$ cat config.mk
export PLATFORM = sky130hd
export DESIGN_NAME = rx_frame_sink
export DESIGN_NICKNAME = d
export VERILOG_FILES = /design/src/rtl/rx_frame_sink.sv
export SDC_FILE = /design/constraint.sdc
export NUM_CORES = 1
export LEC_CHECK = 0
export CELL_PAD_IN_SITES_DETAIL_PLACEMENT = 1
export CELL_PAD_IN_SITES_GLOBAL_PLACEMENT = 1
export CORE_MARGIN = 2
export CORE_UTILIZATION = 35
export DETAILED_ROUTE_END_ITERATION = 7
export PLACE_DENSITY = 0.69
export SYNTH_ARGS = -nofsm -noshare
export SYNTH_HDL_FRONTEND = slang
export SYNTH_SLANG_ARGS = --single-unit
$ cat constraint.sdc
create_clock -name clk_1M024 -period 3.1 [get_ports clk_1M024]
set_input_delay 0.62 -clock clk_1M024 [delete_from_list [all_inputs] [get_ports clk_1M024]]
set_output_delay 0.62 -clock clk_1M024 [all_outputs]
set_load 0.02 [all_outputs]
$ cat src/rtl/rx_frame_sink.sv
// rx_frame_sink: receive-side frame terminator. Delimits frames on the Rx byte
// stream, strips and checks the trailing CRC-8, forwards payload one beat late,
// and keeps saturating good/CRC/format counters.
module rx_frame_sink #(
    parameter int unsigned MAX_LEN  = 64,
    parameter logic [7:0]  CRC_POLY = 8'h07,
    parameter int unsigned CNT_W    = 16
) (
    input  logic             clk_1M024,
    input  logic             rst_n_1M024,
    input  logic [7:0]       data_tdata,
    input  logic             data_tvalid,
    input  logic             data_tuser,
    input  logic             data_tlast,
    output logic [7:0]       payload_tdata,
    output logic             payload_tvalid,
    output logic             payload_tuser,
    output logic             payload_tlast,
    output logic             frame_ok,
    output logic             frame_err,
    output logic [7:0]       frame_len,
    output logic [CNT_W-1:0] cnt_ok,
    output logic [CNT_W-1:0] cnt_crc_err,
    output logic [CNT_W-1:0] cnt_fmt_err
);

    typedef enum logic [1:0] {
        S_IDLE = 2'd0,
        S_RECV = 2'd1,
        S_DROP = 2'd2
    } state_t;

    state_t     r_state;
    logic [7:0] r_hold;
    logic [7:0] r_crc;
    logic [7:0] r_len;
    logic       r_first;

    state_t     w_state_nxt;
    logic [7:0] w_hold_nxt;
    logic [7:0] w_crc_nxt;
    logic [7:0] w_len_nxt;
    logic       w_first_nxt;
    logic [7:0] w_crc_fold;
    logic       w_start;
    logic       w_emit;
    logic       w_emit_last;
    logic       w_ok;
    logic       w_crc_err;
    logic       w_fmt_err;

    // One byte of MSB-first CRC-8, no reflection, no final XOR.
    function automatic logic [7:0] crc8_byte(input logic [7:0] crc, input logic [7:0] d);
        logic [7:0] c;
        c = crc ^ d;
        for (int i = 0; i < 8; i++) begin
            c = c[7] ? ({c[6:0], 1'b0} ^ CRC_POLY) : {c[6:0], 1'b0};
        end
        return c;
    endfunction

    // CRC including the held byte, used both for folding and for the final compare.
    assign w_crc_fold = crc8_byte(r_crc, r_hold);

    // Next-state and per-beat decisions.
    always_comb begin
        w_state_nxt = r_state;
        w_hold_nxt  = r_hold;
        w_crc_nxt   = r_crc;
        w_len_nxt   = r_len;
        w_first_nxt = r_first;
        w_start     = 1'b0;
        w_emit      = 1'b0;
        w_emit_last = 1'b0;
        w_ok        = 1'b0;
        w_crc_err   = 1'b0;
        w_fmt_err   = 1'b0;

        if (data_tvalid) begin
            unique case (r_state)
                S_IDLE: begin
                    if (data_tuser) begin
                        if (data_tlast) w_fmt_err = 1'b1;
                        else            w_start   = 1'b1;
                    end else begin
                        w_fmt_err   = 1'b1;
                        w_state_nxt = data_tlast ? S_IDLE : S_DROP;
                    end
                end
                S_RECV: begin
                    if (data_tuser) begin
                        // Aborted frame: held byte is discarded, new frame may start.
                        w_fmt_err = 1'b1;
                        if (data_tlast) w_state_nxt = S_IDLE;
                        else            w_start     = 1'b1;
                    end else if (!data_tlast) begin
                        w_emit = 1'b1;
                        if (r_len >= 8'(MAX_LEN)) begin
                            w_fmt_err   = 1'b1;
                            w_state_nxt = S_DROP;
                        end else begin
                            w_crc_nxt  = w_crc_fold;
                            w_hold_nxt = data_tdata;
                            w_len_nxt  = r_len + 8'd1;
                        end
                    end else begin
                        w_emit      = 1'b1;
                        w_emit_last = 1'b1;
                        if (w_crc_fold == data_tdata) w_ok      = 1'b1;
                        else                          w_crc_err = 1'b1;
                        w_state_nxt = S_IDLE;
                    end
                end
                S_DROP: begin
                    if (data_tuser) begin
                        if (data_tlast) begin
                            w_fmt_err   = 1'b1;
                            w_state_nxt = S_IDLE;
                        end else begin
                            w_start = 1'b1;
                        end
                    end else if (data_tlast) begin
                        w_state_nxt = S_IDLE;
                    end
                end
                default: w_state_nxt = S_IDLE;
            endcase
        end

        if (w_emit) w_first_nxt = 1'b0;

        if (w_start) begin
            w_state_nxt = S_RECV;
            w_hold_nxt  = data_tdata;
            w_crc_nxt   = 8'h00;
            w_len_nxt   = 8'd1;
            w_first_nxt = 1'b1;
        end
    end

    // State, frame context and registered outputs.
    always_ff @(posedge clk_1M024) begin
        if (!rst_n_1M024) begin
            r_state        <= S_IDLE;
            r_hold         <= 8'h00;
            r_crc          <= 8'h00;
            r_len          <= 8'h00;
            r_first        <= 1'b0;
            payload_tdata  <= 8'h00;
            payload_tvalid <= 1'b0;
            payload_tuser  <= 1'b0;
            payload_tlast  <= 1'b0;
            frame_ok       <= 1'b0;
            frame_err      <= 1'b0;
            frame_len      <= 8'h00;
            cnt_ok         <= '0;
            cnt_crc_err    <= '0;
            cnt_fmt_err    <= '0;
        end else begin
            r_state        <= w_state_nxt;
            r_hold         <= w_hold_nxt;
            r_crc          <= w_crc_nxt;
            r_len          <= w_len_nxt;
            r_first        <= w_first_nxt;
            payload_tvalid <= w_emit;
            payload_tuser  <= w_emit & r_first;
            payload_tlast  <= w_emit_last;
            frame_ok       <= w_ok;
            frame_err      <= w_crc_err | w_fmt_err;
            if (w_emit)      payload_tdata <= r_hold;
            if (w_emit_last) frame_len     <= r_len;
            if (w_ok && (cnt_ok != '1))           cnt_ok      <= cnt_ok + CNT_W'(1);
            if (w_crc_err && (cnt_crc_err != '1)) cnt_crc_err <= cnt_crc_err + CNT_W'(1);
            if (w_fmt_err && (cnt_fmt_err != '1)) cnt_fmt_err <= cnt_fmt_err + CNT_W'(1);
        end
    end

endmodule

==> impl_metrics.tcl <==
set metrics [dict create \
    status "finished clean" \
    cts_tree "done" \
    dpl.hpwl_um 9220 \
    irDropWorstVdd_mv 0.240 \
    worstSetupPathType "in2reg" \
    holdWs_ns 0.454 \
    cts_made_buffers 9 \
    synthesis.area_mm2 0.00462 \
    area_growth_pct 30.2 \
    synth.most_common_cell "dfxtp_1" \
    fin_crit_ns 2.84 \
    worstPathMaxFanout 11 \
    overflow 0 \
    reg2reg_to "cnt_crc_err[7]" \
    die_x_um 119 \
    clock-root-buffer "clkbuf_16" \
    port_buffers 81 \
    arrival_ns 3.13 \
    place_area_mm2 0.00573 \
    ctsResizeCount 0 \
    ff2ff_setup_slack_ns 0.29 \
    ys_top_cells_by_count "dfxtp_1, nand2_1, nor2_1" \
    slew_viol_final 0 \
    drt_wl_total_um 12700 \
    finalNetCount 636 \
    endpoint_kind "flop" \
    grt_pass1_vias 4249 \
    drtIter0Drc 186 \
    min-delay-start "frame_len[0]" \
    power_density_mw_per_mm2 427 \
    r2r-start "r_hold[6]" \
    relSlewSlack 0.187 \
    synth_area_per_cell_um2 8.77 \
    start_util 0.362 \
    ys_seq_elements 96 \
    gp_congestion 0.778 \
    io_pins 82 \
    syn-num-nets 544 \
    worst_pin_slew_ns 1.21 \
    setup-violations-final 0 \
    rsz0062_at_grt "false" \
    clock_sinks 96 \
    synth_top_area_cell "dfxtp_1" \
    htreeDepth 3 \
    die_area_mm2 0.0141 \
    vias 4139 \
    drc 0 \
    netlist_instances 527 \
    dp_cells 780 \
    hp-class "reg2reg" \
    finClkSkew_ns 0.00494 \
    p_leak_nw 2.12 \
    ys_types 53 \
    clk_latency_ns 0.35 \
    final_cells 796 \
    antenna_cells 0 \
    drive_gt1_frac 0.0801 \
    post_cts_buffers 0 \
    ys_warn_count 0 \
    fmax_mhz 352 \
    drv_cap 0 \
    cts_hold_buf 0 \
    grt_pass1_wl_um 21300 \
    drtPass1Iterations 4 \
    final.period_utilization 0.917 \
    grt_antenna_before_repair 0 \
    synth_edf_count 0 \
    fp.coreArea_mm2 0.0128 \
    cts.reportedPaths.clkPinSlew_ns 0.07 \
    cp.required_ns 3.39 \
    total_power_w 0.00257 \
    clk_path_buf_depth 2 \
    stdcell_area_mm2 0.00601 \
    final_hold_viol_count 0 \
    crit_path_start_kind "input pin" \
    hold_depth 2 \
    grt_use_total 0.187 \
    finish.utilization 0.471 \
    yosysSeqAreaShare 0.416 \
    hold_end "frame_len[0]" \
    dieHeight_um 119 \
    synth_ff_type "dfxtp_1" \
    grt_max_degree 34 \
    ant_nets 0 \
    rr_worst_depth 9 \
    async_flop_share 0 \
    rows 41 \
    synth_area_leaders "dfxtp_1, nand2_1, xnor2_1, a21oi_1, nor2_1" \
    via_per_inst 5.20 \
    yosys.area.top_type_share 0.416 \
    avgRoutedWirePerCell_um 16.0 \
]
## how the worst max path moves through the flow
stage,depth (start not counted),to,slack (ns),from
3_3_place_gp,9,cnt_ok[3],-0.09,data_tdata[1]
5_1_grt,10,cnt_crc_err[12],0.08,r_hold[6]
2_1_floorplan,8,cnt_ok[8],0.60,data_tdata[1]
3_5_place_dp,9,cnt_ok[8],-0.12,data_tdata[1]
6_report,9,cnt_ok[8],0.26,data_tdata[1]
4_1_cts,9,cnt_ok[8],0.25,data_tdata[1]
## per-layer routing
layer	routed length, um	vias to the layer above	GRT usage
li1	-	2048	-
met1	6040	2016	0.241
met2	6120	62	0.316
met3	347	13	0.0326
met4	196	0	0.0647
met5	0	-	0
## flip-flops by register name (all words and copies together), names as in the netlist, 2 cells and up
signal	count
cnt_fmt_err	16
r_crc	8
payload_tdata	8
cnt_crc_err	16
cnt_ok	16
r_len	8
r_state	2
frame_len	8
r_hold	8
## cell type report
type | count | area (um^2)
Fill cell | 1472 | 6760
Timing Repair Buffer | 104 | 996
Clock buffer | 13 | 270
Clock inverter | 3 | 15.0
Tap cell | 172 | 215
Inverter | 11 | 41.3
Multi-Input combinational cell | 397 | 2550
Sequential cell | 96 | 1920
## cell families (layout without fill, tap and decap cells)
family	after synthesis	after routing	synth area share
mux	16	16	0.0347
compound gates	92	92	0.125
buf+inv	34	131	0.0320
simple gates	230	230	0.248
xor+xnor	55	55	0.134
fa+ha+maj	4	4	0.0108
flops	96	96	0.416
## power breakdown
group / internal [W] / total [W] / switching [W]
Combinational: 0.0000986 / 0.000215 / 0.000116
Sequential: 0.00124 / 0.00126 / 0.0000151
Clock: 0.000607 / 0.00110 / 0.000489
## cells in the final DEF (no fill, tap or decap), types with 4 or more instances in the layout
master,Yosys,layout
dfxtp_1,96,96
clkdlybuf4s50_1,0,81
nand2_1,70,70
nor2_1,52,52
a21oi_1,42,42
xnor2_1,26,26
nand3_1,24,24
buf_4,1,22
xor2_1,17,17
mux2i_1,16,16
or3_1,14,14
o21ai_0,11,11
nand4_1,11,11
and3_1,10,10
inv_1,11,10
nor3_1,10,10
clkbuf_16,0,9
and4_1,8,8
nor4_1,8,8
xnor3_1,6,6
nand2b_1,6,6
o31ai_1,7,6
or4_1,5,5
xnor2_2,4,4
o21ai_1,4,4
a211oi_1,4,4
ha_1,4,4
## metrics by stage
stage	TNS, ns	worst slack [ns]
6_report	0	0.257
5_1_grt	0	0.0792
4_1_cts	0	0.248
3_5_place_dp	-1.17	-0.123
3_3_place_gp	-0.422	-0.0887
2_1_floorplan	0	0.599
## critical path: stages
cell and delay, ns:
clkdlybuf4s50_1 0.54, xnor3_1 0.34, xnor3_1 0.18, a211o_1 0.26, a221oi_4 0.27, nand3_2 0.21
buf_4 0.22, or3_1 0.34, a21oi_1 0.14
Note: power is estimated with default switching activity, not from simulation.
==> RTL change 1: new RTL, same flow settings <==
`CNT_W`: 16 -> 20.
--- a/src/rtl/rx_frame_sink.sv
+++ b/src/rtl/rx_frame_sink.sv
@@ -4,7 +4,7 @@
 module rx_frame_sink #(
     parameter int unsigned MAX_LEN  = 64,
     parameter logic [7:0]  CRC_POLY = 8'h07,
-    parameter int unsigned CNT_W    = 16
+    parameter int unsigned CNT_W    = 20
 ) (
     input  logic             clk_1M024,
     input  logic             rst_n_1M024,
Ports: changed (resized cnt_crc_err, cnt_fmt_err and cnt_ok); port bits go from 82 to 94. The function was not compared with the original's and may differ.
==> RTL change 1 against the original RTL <==
Setup slack gained 45 ps. Global-route usage down 0.57 points. Hold slack gained 2.2 ps. First-iteration DRC count fell by 12%. Final area grew 11%. Count of clock-buffer cells in the layout down 1. Critical endpoint is now cnt_crc_err[0]$_SDFFE_PN0P_. Sequential power is 12% higher. Non-clock buffer count up 16. Power up 5.3%. Clock skew up 4.6 ps. Sequential cell count grew 12. Area after synthesis grew 12%. Largest power group unchanged. Wire length up 13%.
==> RTL change 1: results <==
setup_path:
  cp.arrival_ps: 3040
  cp_slowest_cell: "o21ai_2"
  cpPeakStageDelay_ps: 640
  cp_top_family: "XOR/XNOR gates"
  crit_fanout: 20
drt:
  met2_length_mm: 6.70
  dr.pass1.iters: 4
  met3RoutedLength_um: 437
  totalWireLength_mm: 14.3
  met1Wirelength_mm: 7.02
  initialDrtViolationCount: 163
  via_per_inst: 5.27
  highest_layer: "met4"
yosys:
  synth_seq_area_share_pct: 41.6
  syn-num-nets: 612
  synth.top_cells.by_count: "108 x dfxtp_1, 73 x nand2_1, 65 x nor2_1"
  ys_warn_count: 0
  async_flop_share_pct: 0
  syn_avg_cell_area_sq_um: 8.73
  netlist-cell-type-count: 55
  synth.area.top_cells: "dfxtp_1 42%, xnor2_1 5.4%, nand2_1 5.3%, nor2_1 4.7%, a21oi_1 4.2%"
clock_tree:
  cts_buffers: 9
  clk_path_buf_depth: 2
  cts-resized-gates: 0
  path_clk_slew_ps: 70
  htree_levels: 3
  cts_setup_buffers: 0
  clk_latency_ps: 350
place:
  dpl_worst_slack_ps: -58.5
  dpl-instance-area_sq_mm: 0.00644
  placed_cells: 871
  gp_congestion: 0.792
  dp_hpwl_mm: 10.5
  numPortBuffers: 93
power:
  p_leak_nw: 2.30
  ir_drop_uv: 286
timing:
  relSlewSlack_pct: 50.6
  finalClockSkew_ps: 9.55
run_status:
  outcome: "finished clean"
grt:
  grt_pass1_vias: 4684
  grt_use_met1_pct: 24.9
  met2_usage_pct: 29.5
  grt_first_pass_wirelength_mm: 23.6
  globalRouteMet3Util_pct: 2.93
  globalRouteTotalUtil_pct: 18.1
  grt_max_degree: 27
cells_and_area:
  fillers: 1727
  nets: 715
  antenna_cells: 0
  drive_gt1_share_pct: 7.99
  reg_top3: "cnt_crc_err x20, cnt_fmt_err x20, cnt_ok x20"
  instances_no_fill: 885
-- RTL change 1: cell type report --
cell class | instances | area [sq um] | area share (%)
clock buffer | 12 | 246 | 3.68
clock inverter | 2 | 12.5 | 0.187
inverter | 11 | 41.3 | 0.616
multi-input combinational | 448 | 2870 | 42.9
sequential | 108 | 2160 | 32.3
tap | 184 | 230 | 3.44
timing repair buffer | 120 | 1130 | 16.9
-- RTL change 1: cells by family (layout without fill, tap and decap cells) --
family	count (synthesis)	in the layout	share of synthesized area [%]
buffers and inverters	39	145	3.01
and+or+nand+nor	265	265	25.8
DFF	108	108	41.6
muxes	18	18	3.47
adders and majority gates	4	4	0.964
xor gates and xnor gates	57	57	12.4
AOI/OAI and AO/OA	104	104	12.7
-- RTL change 1: where the power goes --
part           switching (mW)  internal (mW)  leakage, nW
clock network           0.515          0.559        0.125
registers              0.0143           1.40        0.871
logic                   0.118          0.102         1.30
-- RTL change 1: worst min-delay path: cells and delay by family (launching register included) --
kind | cells | cell delay (ps)
simple gates | 1 | 50
flops | 1 | 310
compound gates | 1 | 50
-- RTL change 1: worst paths after layout --
check | cells after the start | end | slack (ps) | startpoint
max | 8 | cnt_crc_err[0]$_SDFFE_PN0P_ | 300 | r_hold[6]$_SDFFE_PN0P_
min | 2 | r_first$_SDFFE_PN0P_ | 460 | r_first$_SDFFE_PN0P_
max reg2reg | 8 | cnt_crc_err[0]$_SDFFE_PN0P_ | 300 | r_hold[6]$_SDFFE_PN0P_
min reg2reg | 2 | r_first$_SDFFE_PN0P_ | 460 | r_first$_SDFFE_PN0P_
==> RTL change 2: new RTL, same flow settings <==
Without the edit above. Encoding of `state_t`: now one-hot (3 bits for 3 states).
--- a/src/rtl/rx_frame_sink.sv
+++ b/src/rtl/rx_frame_sink.sv
@@ -24,10 +24,10 @@
     output logic [CNT_W-1:0] cnt_fmt_err
 );
 
-    typedef enum logic [1:0] {
-        S_IDLE = 2'd0,
-        S_RECV = 2'd1,
-        S_DROP = 2'd2
+    typedef enum logic [2:0] {
+        S_IDLE = 3'b001,
+        S_RECV = 3'b010,
+        S_DROP = 3'b100
     } state_t;
 
     state_t     r_state;
Function: same outputs for any inputs over 4 cycles, from zero or initial values and one cycle with rst_n_1M024 low; so few cycles prove little.
==> RTL change 2 against the original RTL <==
Wire length decreased by 5.0%. Largest cell class unchanged. Sequential cell count increased by 1. Area after synthesis increased by 1.6%. Final area increased by 1.4%. Die area increased by 1.5%. Power decreased by 2.3%. Fmax increased by 1.3%. Largest power group unchanged. Setup slack improved by 37 ps.
==> RTL change 2: results <==
setup_path:
  cp_top_family: "simple AND/OR/NAND/NOR gates"
  crit_fanout: 20
  cp.arrival_ps: 3080
  cpPeakStageDelay_ps: 500
place:
  gp_congestion: 0.871
  dpl-instance-area_sq_mm: 0.00582
  dpl_worst_slack_ps: -76.3
  dp_hpwl_mm: 8.77
  placed_cells: 787
  numPortBuffers: 81
yosys:
  muxShareOfSynthArea_pct: 5.55
  yosys.area_share.adder_pct: 1.07
  synth_xor_xnor_area_share_pct: 13.7
  synth_seq_area_share_pct: 41.4
  synth.area.top_cells: "dfxtp_1 41%, mux2i_1 5.5%, xnor2_1 4.5%, nand2_1 4.3%, nor2_1 4.3%"
  syn_avg_cell_area_sq_um: 8.87
  synth-compound-area-share_pct: 12.3
  synth.top_cells.by_count: "97 x dfxtp_1, 54 x nand2_1, 54 x nor2_1"
  netlist-cell-type-count: 55
  yosys.area.top_type_share_pct: 41.4
  syn-num-nets: 546
  async_flop_share_pct: 0
grt:
  grt_max_degree: 40
  globalRouteTotalUtil_pct: 17.7
  grt_pass1_vias: 4292
  grt_first_pass_wirelength_mm: 20.5
  antenna_found_initial: 0
timing:
  finalClockSkew_ps: 7.13
  relSlewSlack_pct: 31.4
cells_and_area:
  fin_util_pct: 46.2
  drive_gt1_share_pct: 7.18
  nets: 639
  fillers: 1537
drt:
  vias: 4098
  totalWireLength_mm: 12.1
  dr.pass1.iters: 6
  via_per_inst: 5.10
  ant_nets: 0
  initialDrtViolationCount: 133
power:
  swShare_pct: 22.9
  p_seq_mw: 1.27
  combPwrFrac_pct: 7.8
  p_leak_nw: 2.21
  ir_drop_uv: 187
  seqPwrFrac_pct: 50.7
flow_run:
  max-cap-violations: 0
clock_tree:
  clk_path_buf_depth: 2
  htree_levels: 3
  cts-root-buf: "clkbuf_16"
  cts_setup_buffers: 0
  path_clk_slew_ps: 60
  clk_latency_ps: 340
  cts-resized-gates: 0
run_status:
  outcome: "finished clean"
RTL change 2: worst paths after layout:
check / start / endpoint / slack (ps) / depth (start not counted)
max: data_tdata[6] / cnt_crc_err[5]$_SDFFE_PN0P_ / 290 / 9
min: frame_len[0]$_SDFFE_PN0P_ / frame_len[0]$_SDFFE_PN0P_ / 460 / 2
max reg2reg: r_hold[7]$_SDFFE_PN0P_ / cnt_ok[7]$_SDFFE_PN0P_ / 350 / 8
min reg2reg: frame_len[0]$_SDFFE_PN0P_ / frame_len[0]$_SDFFE_PN0P_ / 460 / 2
RTL change 2: area by class of cell:
type                            instances  area share, %
Multi-Input combinational cell        393           42.5
Sequential cell                        97           31.8
Timing Repair Buffer                  103           16.4
Clock buffer                           13           4.27
Tap cell                              176           3.61
Inverter                               18           1.11
Clock inverter                          3          0.246
RTL change 2: per-layer routing:
metal	up-vias	track usage, %	part of all wire, %
li1	2039	-	-
met1	1978	22.5	48
met2	68	30.1	47
met3	13	2.66	3.2
met4	0	6.91	1.7
met5	-	0	0
